File: src/rtl/seg_scan_driver.sv
// Time-multiplexed driver for a 4-digit common-anode 7-segment display.
// Each digit owns a DIV-cycle slot that opens with BLANK dark cycles to avoid ghosting.
module seg_scan_driver #(
    parameter int DIV   = 50000,
    parameter int BLANK = 500
) (
    input  logic       clk,
    input  logic       reset,
    input  logic       en,
    input  logic [6:0] firstSegment,
    input  logic [6:0] secondSegment,
    input  logic [6:0] thirdSegment,
    input  logic [6:0] fourthSegment,
    output logic [6:0] seg,
    output logic [3:0] an,
    output logic [1:0] digit_idx,
    output logic       slot_start
);

    localparam int CNT_W = (DIV > 2) ? $clog2(DIV) : 1;
    localparam logic [CNT_W-1:0] CNT_LAST = CNT_W'(DIV - 1);

    typedef enum logic {IDLE, RUN} state_t;

    state_t           state, state_nxt;
    logic [CNT_W-1:0] cnt, cnt_nxt;
    logic [1:0]       idx, idx_nxt;
    logic [6:0]       hold, hold_nxt;
    logic [6:0]       seg_nxt;
    logic [3:0]       an_nxt;
    logic             slot_start_nxt;
    logic             blank_nxt;
    logic [6:0]       pattern_sel;

    // State register: outputs are registered from the same next values as the state.
    always_ff @(posedge clk or posedge reset) begin
        if (reset) begin
            state      <= IDLE;
            cnt        <= '0;
            idx        <= '0;
            hold       <= '0;
            seg        <= 7'b1111111;
            an         <= 4'b1111;
            slot_start <= 1'b0;
        end else begin
            state      <= state_nxt;
            cnt        <= cnt_nxt;
            idx        <= idx_nxt;
            hold       <= hold_nxt;
            seg        <= seg_nxt;
            an         <= an_nxt;
            slot_start <= slot_start_nxt;
        end
    end

    always_comb begin
        pattern_sel = firstSegment;
        case (idx + 2'd1)
            2'd0: pattern_sel = firstSegment;
            2'd1: pattern_sel = secondSegment;
            2'd2: pattern_sel = thirdSegment;
            2'd3: pattern_sel = fourthSegment;
            default: pattern_sel = firstSegment;
        endcase
    end

    // Next state: IDLE -> RUN always opens with a fresh slot 0 without advancing cnt.
    always_comb begin
        state_nxt = state;
        cnt_nxt   = cnt;
        idx_nxt   = idx;
        hold_nxt  = hold;
        if (!en) begin
            state_nxt = IDLE;
            cnt_nxt   = '0;
            idx_nxt   = '0;
        end else if (state == IDLE) begin
            state_nxt = RUN;
            cnt_nxt   = '0;
            idx_nxt   = '0;
            hold_nxt  = firstSegment;
        end else if (cnt == CNT_LAST) begin
            cnt_nxt  = '0;
            idx_nxt  = idx + 2'd1;
            hold_nxt = pattern_sel;
        end else begin
            cnt_nxt = cnt + 1'b1;
        end
    end

    generate
        if (BLANK == 0) begin : g_noblank
            assign blank_nxt = 1'b0;
        end else begin : g_blank
            assign blank_nxt = (cnt_nxt < CNT_W'(BLANK));
        end
    endgenerate

    always_comb begin
        slot_start_nxt = en && (cnt_nxt == '0);
        an_nxt         = 4'b1111;
        seg_nxt        = 7'b1111111;
        if (en && !blank_nxt) begin
            an_nxt  = ~(4'b1000 >> idx_nxt);
            seg_nxt = ~hold_nxt;
        end
    end

    assign digit_idx = idx;

endmodule
File: config.mk
export PLATFORM = sky130hd
export DESIGN_NAME = seg_scan_driver
export DESIGN_NICKNAME = d
export VERILOG_FILES = /design/src/rtl/seg_scan_driver.sv
export SDC_FILE = /design/constraint.sdc
export NUM_CORES = 1
export LEC_CHECK = 0
export CORE_AREA = 2 2 69 71
export DETAILED_ROUTE_END_ITERATION = 6
export DIE_AREA = 0 0 71 73
export MAX_ROUTING_LAYER = met4
export PLACE_DENSITY = 0.77
export SYNTH_ARGS = -nofsm -noshare
export SYNTH_HDL_FRONTEND = slang
export SYNTH_SLANG_ARGS = --single-unit
File: constraint.sdc
create_clock -name clk -period 2.4 [get_ports clk]
set_input_delay 0.72 -clock clk [delete_from_list [all_inputs] [get_ports clk]]
set_output_delay 0.72 -clock clk [all_outputs]
set_load 0.005 [all_outputs]
==> results of run 1 <==
==> kinds of logic (layout without fill, tap and decap cells) <==
group                    count (synthesis)  count (layout)  share of synthesized area
AND/OR/NAND/NOR                         84              84                      0.233
AO/OA/AOI/OAI                           50              50                      0.140
flip-flops                              38              38                      0.442
buffers and inverters                   18              62                     0.0430
XOR/XNOR                                16              16                     0.0642
multiplexers                            10              10                     0.0499
adder cells (fa/ha/maj)                  5               5                     0.0287
==> sequential cells by signal, summed over array words and instances (netlist names) <==
| name | flops |
|---|---|
| seg | 7 |
| slot_start | 1 |
| hold | 7 |
| cnt | 16 |
| an | 4 |
| state | 1 |
| digit_idx | 2 |
==> power by group <==
group | internal [mW] | leakage (nW) | total, mW | switching (mW)
Clock | 0.201 | 0.0450 | 0.417 | 0.216
Combinational | 0.0817 | 0.599 | 0.134 | 0.0521
Sequential | 0.664 | 0.469 | 0.679 | 0.0149
Total | 0.947 | 1.11 | 1.23 | 0.283
==> final timing paths <==
| path | startpoint | end | slack [ps] | cells after the start |
|---|---|---|---|---|
| min reg2reg | hold[3] | hold[3] | 510 | 1 |
| min | hold[3] | hold[3] | 510 | 1 |
| min in group asynchronous | reset | slot_start | 820 | 3 |
| max in group asynchronous | reset | seg[0] | 1210 | 3 |
| max reg2reg | cnt[1] | an[1] | 220 | 7 |
| max | cnt[1] | an[1] | 220 | 7 |
==> final cells by class <==
class | count | area, um2 | area share
timing repair buffer | 48 | 470 | 0.172
multi-input combinational | 165 | 1130 | 0.413
inverter | 6 | 22.5 | 0.00822
clock buffer | 6 | 72.6 | 0.0265
clock inverter | 2 | 10.0 | 0.00365
sequential | 38 | 965 | 0.352
tap | 54 | 67.6 | 0.0247
==> per-layer routing <==
layer  vias to the layer above  wire (um)  track usage
li1                        869          -            -
met1                       859       2020        0.239
met2                        59       2190        0.319
met3                        10        370       0.0511
met4                         0         99       0.0881
met5                         -          0            -
==> cell usage in the layout, fill, tap and decap left out, drive strengths merged, types with 2 or more instances in the layout <==
| master | n |
|---|---|
| nor3 | 5 |
| xnor2 | 13 |
| and3 | 3 |
| nand2 | 17 |
| a21oi | 30 |
| a31oi | 2 |
| mux2 | 7 |
| clkinv | 2 |
| clkdlybuf4s50 | 44 |
| o21a | 2 |
| o21ai | 2 |
| xor2 | 3 |
| nand3b | 2 |
| clkbuf | 6 |
| buf | 4 |
| inv | 6 |
| ha | 5 |
| nor4 | 2 |
| mux2i | 3 |
| nand4 | 6 |
| nor4b | 2 |
| dfstp | 11 |
| dfrtp | 27 |
| nand3 | 8 |
| or2 | 2 |
| nor2 | 31 |
| a22oi | 8 |
==> timing repair <==
action / 4_1_cts / 5_1_grt
resized for setup: 0 / 1
hold buffers: 0 / 0
setup endpoints to repair: 0 / 11
==> reports/results.md, run 1 <==
| Step | Item | Reported |
|---|---|---|
| logic synthesis | Number of warnings reported in the yosys synthesis log | 0 |
| critical path | Required time at the endpoint of the critical path | 2610 ps |
| floorplan | Horizontal die dimension | 71 um |
| clocking | CTS Buffer Depth | 2 |
| floorplan | Core area | 4540 um2 |
| cells and area | Growth of design area from synthesis to finish | 25.5% |
| sta | Count of endpoints failing setup in the final report | 0 |
| detailed routing | Post-route DRC | 0 |
| clocking | Number of levels in the clock H-tree | 2 |
| critical path | CP peak stage delay | 450 ps |
| placement | Routability congestion estimate | 0.811 |
| detailed routing | Vias after detailed routing | 1797 |
| sta | Final number of max-transition violations | 0 |
| global routing | Vias in the first global route | 1703 |
| logic synthesis | #FFs+latches synth | 38 |
| cells and area | Final Util | 0.604 |
| detailed routing | First-pass detailed-route iteration total | 4 |
| global routing | Antenna violations before repair | 0 |
| logic synthesis | Mean instance size in the synthesized netlist | 9.88 um2 |
| min path | Kind of path behind the tightest hold check | reg -> reg |
| power and ir drop | Static Leak | 1.11 nW |
| placement | Detailed-placement wirelength estimate | 3460 um |
| logic synthesis | Most common cell in the synthesized netlist | sky130_fd_sc_hd__nor2_1 |
| clocking | Number of post-CTS setup repair buffers | 0 |
| sta | Max frequency | 0.458 GHz |
| critical path | Kind of start point of the critical path | flip-flop |
| sta | Final hold slack | 511 ps |
| power and ir drop | Areal power density over the cells | 449 nW/um2 |
| critical path | Dominant delay contributor by cell family on the critical path | compound AO/OA/AOI/OAI gates |
| clocking | Clock tree from TritonCTS | done |
| detailed routing | Number of DRC markers after the initial detailed-route iteration | 84 |
| clocking | Number of sinks handled by clock tree synthesis | 38 |
| logic synthesis | Most used DFF post-synth | sky130_fd_sc_hd__dfrtp_1 |
| global routing | Total congestion overflow | 0 |
| critical path | CP Cell Sequence | ha_1, nand3_1, o32ai_1, a31oi_1, o311a_1, a21oi_4, nand3b_1 |
| critical path | Worst endpoint data arrival time | 2390 ps |
| placement | Count of port buffers added during placement | 44 |
| sta | Skew final | 10.4 ps |
| logic synthesis | Synth cell types | 48 |
| sta | Worst-margin pin slew | 468 ps |
| global routing | Largest net degree at the start of global routing | 39 |
| floorplan | Die area | 5180 um2 |
| logic synthesis | Synth Instances | 221 |
| sta | Shortest period the worst path allows | 2180 ps |
| placement | Number of placed instances, taps included | 311 |
| sta | Sum of negative setup slack | 0 ps |
| logic synthesis | EDFF count, synth | 0 |
| logic synthesis | Ys async rst share | 1.00 |
| logic synthesis | Library cell occupying the most area in the post-synthesis netlist | sky130_fd_sc_hd__dfrtp_1 |
| clocking | Root buf cell | sky130_fd_sc_hd__clkbuf_8 |
| global routing | Global-route usage over all layers | 0.199 |
| logic synthesis | Share of the synthesized area in the top cell type | 0.309 |
| clocking | Worst-path clk slew | 80 ps |
| logic synthesis | Synth top cells by count | sky130_fd_sc_hd__nor2_1 (31), sky130_fd_sc_hd__a21oi_1 (29), sky130_fd_sc_hd__dfrtp_1 (27) |
| critical path | Setup CP Type | reg -> reg |
| clocking | Clock latency at the later pin of the worst-skew pair | 290 ps |
| sta | Count of endpoints failing hold in the final timing report | 0 |
| run status | Result of the run | completed |
| cells and area | Final instance area | 2740 um2 |
| floorplan | Initial cell density of the core | 0.481 |
| power and ir drop | Peak supply drop | 283 uV |
| detailed routing | DR WL/cell | 14.6 um |
| sta | Setup slack of the critical path after layout | 216 ps |
| logic synthesis | Post-synthesis sequential area ratio | 0.442 |
| cells and area | Count of filler cells inserted in the layout | 408 |
| floorplan | Cell Rows | 25 |
| cells and area | Diodes inserted | 0 |
| sta | Share of the clock period used by the worst path after layout | 0.910 |
| logic synthesis | Synthesized netlist net count | 257 |
| cells and area | Final #Nets | 300 |
| cells and area | Ratio of cells with drive above 1 in the final layout | 0.166 |
| logic synthesis | Netlist Area Pre-Place | 2180 um2 |
| global routing | Wire length of the first global-routing pass | 7910 um |
| cells and area | Final cell count without fillers | 319 |
| critical path | Buffers & Inverters on Critical Path | 0 |
| placement | Post-place instance area | 2650 um2 |
| sta | Unrepaired setup endpoints after global routing | no |
| clocking | Num CTS Buffers | 5 |
| critical path | Setup crit end kind | flip-flop |
| detailed routing | Detailed-route vias per instance | 5.63 |
| critical path | CP max stage cell | sky130_fd_sc_hd__dfrtp_1 |
| detailed routing | Number of routed nets with antenna violations | 0 |
| floorplan | Die H | 73 um |
| logic synthesis | Most area-consuming cells after synthesis | sky130_fd_sc_hd__dfrtp_1 (31%), sky130_fd_sc_hd__dfstp_2 (13%), sky130_fd_sc_hd__a21oi_1 (6.6%) |
| power and ir drop | Power after layout | 1.23 mW |
| floorplan | I/O Pins | 45 |
| placement | Dpl ws | 74.7 ps |
| critical path | Maximum fanout along the worst path | 11 |
| job | Maxcap violations | 0 |
| detailed routing | Total wirelength of the detailed-routed design | 4670 um |
| sta | Max-slew headroom | 0.688 |
No activity file was read; power rests on OpenSTA's default activity.
==> run 2, diff against run 1 <==
--- a/config.mk
+++ b/config.mk
@@ -5,11 +5,10 @@
 export SDC_FILE = /design/constraint.sdc
 export NUM_CORES = 1
 export LEC_CHECK = 0
-export CORE_AREA = 2 2 69 71
+export CORE_AREA = 3 3 96 98
 export DETAILED_ROUTE_END_ITERATION = 6
-export DIE_AREA = 0 0 71 73
+export DIE_AREA = 0 0 99 101
 export MAX_ROUTING_LAYER = met4
-export PLACE_DENSITY = 0.77
 export SYNTH_ARGS = -nofsm -noshare
 export SYNTH_HDL_FRONTEND = slang
 export SYNTH_SLANG_ARGS = --single-unit
==> run 2 against run 1 <==
  * Combinational power rose by 5%
  * Maximum frequency is 4.4% higher
  * Flip-flop and latch count is the same
  * Core utilization shrank 26 points
  * Clock skew decreased by 7.1 ps
  * Via count decreased by 1.9%
  * Global-route usage fell by 8.9 points
  * Cell area rose by 5.9%
  * Non-clock buffer count rose by 3
  * Critical path depth is the same
  * Hold slack better by 2.0 ps
  * Cell count is 18% higher
==> reports/results.md, run 2 (synthesis gave the netlist of run 1 again) <==
| Step | Item | Reported |
|---|---|---|
| cells and area | Commonest cells after routing, fill and taps aside | sky130_fd_sc_hd__clkdlybuf4s50_1 (44), sky130_fd_sc_hd__nor2_1 (31), sky130_fd_sc_hd__a21oi_1 (29) |
| floorplan | Cell Rows | 34 |
| cells and area | Diodes inserted | 0 |
| placement | Post-place instance area | 2750 um2 |
| floorplan | Die area | 10000 um2 |
| clocking | Num CTS Buffers | 5 |
| critical path | Maximum fanout along the worst path | 11 |
| clocking | CTS Buffer Depth | 2 |
| sta | Unrepaired setup endpoints after global routing | no |
| job | Maxcap violations | 0 |
| detailed routing | DR WL/cell | 13.8 um |
| global routing | Antenna violations before repair | 0 |
| detailed routing | First-pass detailed-route iteration total | 5 |
| run status | Result of the run | completed |
| critical path | Dominant delay contributor by cell family on the critical path | compound AO/OA/AOI/OAI gates |
| power and ir drop | Static Leak | 1.16 nW |
| cells and area | Count of filler cells inserted in the layout | 876 |
| clocking | Root buf cell | sky130_fd_sc_hd__clkbuf_8 |
| power and ir drop | Peak supply drop | 304 uV |
| cells and area | Largest reg by FF count | cnt |
| sta | Final hold slack | 513 ps |
| critical path | R2r setup slk | 310 ps |
| global routing | Vias in the first global route | 1791 |
| placement | Detailed-placement wirelength estimate | 3810 um |
| floorplan | I/O Pins | 45 |
| critical path | Critical path's most frequent cell | sky130_fd_sc_hd__nand3_1 |
| floorplan | Initial cell density of the core | 0.255 |
| sta | Final number of max-transition violations | 0 |
| critical path | CP peak stage delay | 420 ps |
| detailed routing | Number of routed nets with antenna violations | 0 |
| sta | Count of endpoints failing hold in the final timing report | 0 |
| power and ir drop | Areal power density over the cells | 512 nW/um2 |
| cells and area | Ratio of cells with drive above 1 in the final layout | 0.179 |
| critical path | CP max stage cell | sky130_fd_sc_hd__o311a_1 |
| clocking | Worst-path clk slew | 70 ps |
| critical path | Worst endpoint data arrival time | 2300 ps |
| floorplan | Horizontal die dimension | 99 um |
| cells and area | Flip-flop count of the largest register, all copies and words added | 16 |
| floorplan | Die H | 101 um |
| power and ir drop | Power after layout | 1.49 mW |
| critical path | Kind of start point of the critical path | flip-flop |
| detailed routing | Detailed-route vias per instance | 4.69 |
| detailed routing | Post-route DRC | 0 |
| critical path | Setup crit end kind | flip-flop |
| detailed routing | Number of DRC markers after the initial detailed-route iteration | 84 |
| placement | Count of port buffers added during placement | 44 |
| global routing | Total congestion overflow | 0 |
| cells and area | Multi-input combinational cell area | 1130 um2 |
| placement | Routability congestion estimate | 0.807 |
| sta | Setup slack of the critical path after layout | 308 ps |
| floorplan | Core area | 8550 um2 |
| clocking | Clock latency at the later pin of the worst-skew pair | 290 ps |
| sta | Worst-margin pin slew | 444 ps |
| sta | Max-slew headroom | 0.704 |
| global routing | Global-route usage over all layers | 0.110 |
| clocking | Number of levels in the clock H-tree | 2 |
| cells and area | Final #Nets | 303 |
| critical path | CP Cell Sequence | ha_1, nand3_1, o32ai_1, a31oi_1, o311a_1, a21oi_4, nand3_1 |
| min path | Kind of path behind the tightest hold check | reg -> reg |
| clocking | Number of sinks handled by clock tree synthesis | 38 |
| global routing | Largest net degree at the start of global routing | 29 |
| cells and area | Area taken by flip-flops and latches | 965 um2 |
| sta | Sum of negative setup slack | 0 ps |
| cells and area | Biggest regs | cnt: 16 flops, hold: 7 flops, seg: 7 flops |
| sta | Max frequency | 0.478 GHz |
| cells and area | Growth of design area from synthesis to finish | 33.0% |
| critical path | Buffers & Inverters on Critical Path | 0 |
| clocking | Clock tree from TritonCTS | done |
| sta | Count of endpoints failing setup in the final report | 0 |
| cells and area | Most common cell after layout, fill and taps aside | sky130_fd_sc_hd__clkdlybuf4s50_1 |
| critical path | Setup CP Type | reg -> reg |
| placement | Dpl ws | 180 ps |
| sta | Share of the clock period used by the worst path after layout | 0.872 |
| detailed routing | Vias after detailed routing | 1762 |
| sta | Skew final | 3.30 ps |
| cells and area | Final instance area | 2900 um2 |
| sta | Shortest period the worst path allows | 2090 ps |
| detailed routing | Total wirelength of the detailed-routed design | 5200 um |
| global routing | Wire length of the first global-routing pass | 8630 um |
| critical path | Required time at the endpoint of the critical path | 2600 ps |
==> run 2: where the power goes <==
part / internal [mW] / leakage, nW / switching, mW
combinational: 0.0857 / 0.619 / 0.0552
clock: 0.443 / 0.0714 / 0.225
sequential: 0.664 / 0.469 / 0.0135
total: 1.19 / 1.16 / 0.294
==> run 2: metrics by stage <==
| step | utilization | instances |
|---|---|---|
| final | 0.339 | 376 |
| after global routing | 0.339 | 376 |
| after CTS | 0.339 | 376 |
| after detailed placement | 0.322 | 368 |
| after global placement | 0.322 | 368 |
| after floorplan | - | 221 |
==> run 2: worst register-to-register path: cells and delay by family (launching register included) <==
kind | cells | cell delay (ps)
fa+ha+maj | 1 | 320
simple gates | 2 | 250
compound gates | 4 | 1080
flops | 1 | 360
==> run 2: what timing repair did <==
item                                    CTS  global route
setup buffers                             0             0
endpoints found under the setup margin    0             1
gates resized for setup                   0             1
hold buffers                              0             0
==> run 2: layout make-up <==
class | instances | area share
Sequential cell | 38 | 0.332
Multi-Input combinational cell | 165 | 0.390
Timing Repair Buffer | 51 | 0.174
Inverter | 6 | 0.00776
Clock buffer | 6 | 0.0284
Tap cell | 108 | 0.0466
Clock inverter | 2 | 0.0207
==> run 2: final timing paths <==
path                       startpoint      end  cells past startpoint
max reg2reg                    cnt[0]    an[0]                      7
min                           hold[2]  hold[2]                      1
max in group asynchronous       reset    an[1]                      3
min reg2reg                   hold[2]  hold[2]                      1
max                            cnt[0]    an[0]                      7
min in group asynchronous       reset  cnt[12]                      2
==> run 2: layer usage <==
| metal | track usage | vias up | wire length, um |
|---|---|---|---|
| met2 | 0.178 | 58 | 2400 |
| li1 | - | 869 | - |
| met1 | 0.138 | 830 | 2380 |
| met5 | - | - | 0 |
| met4 | 0.0200 | 0 | 33 |
| met3 | 0.0311 | 5 | 384 |
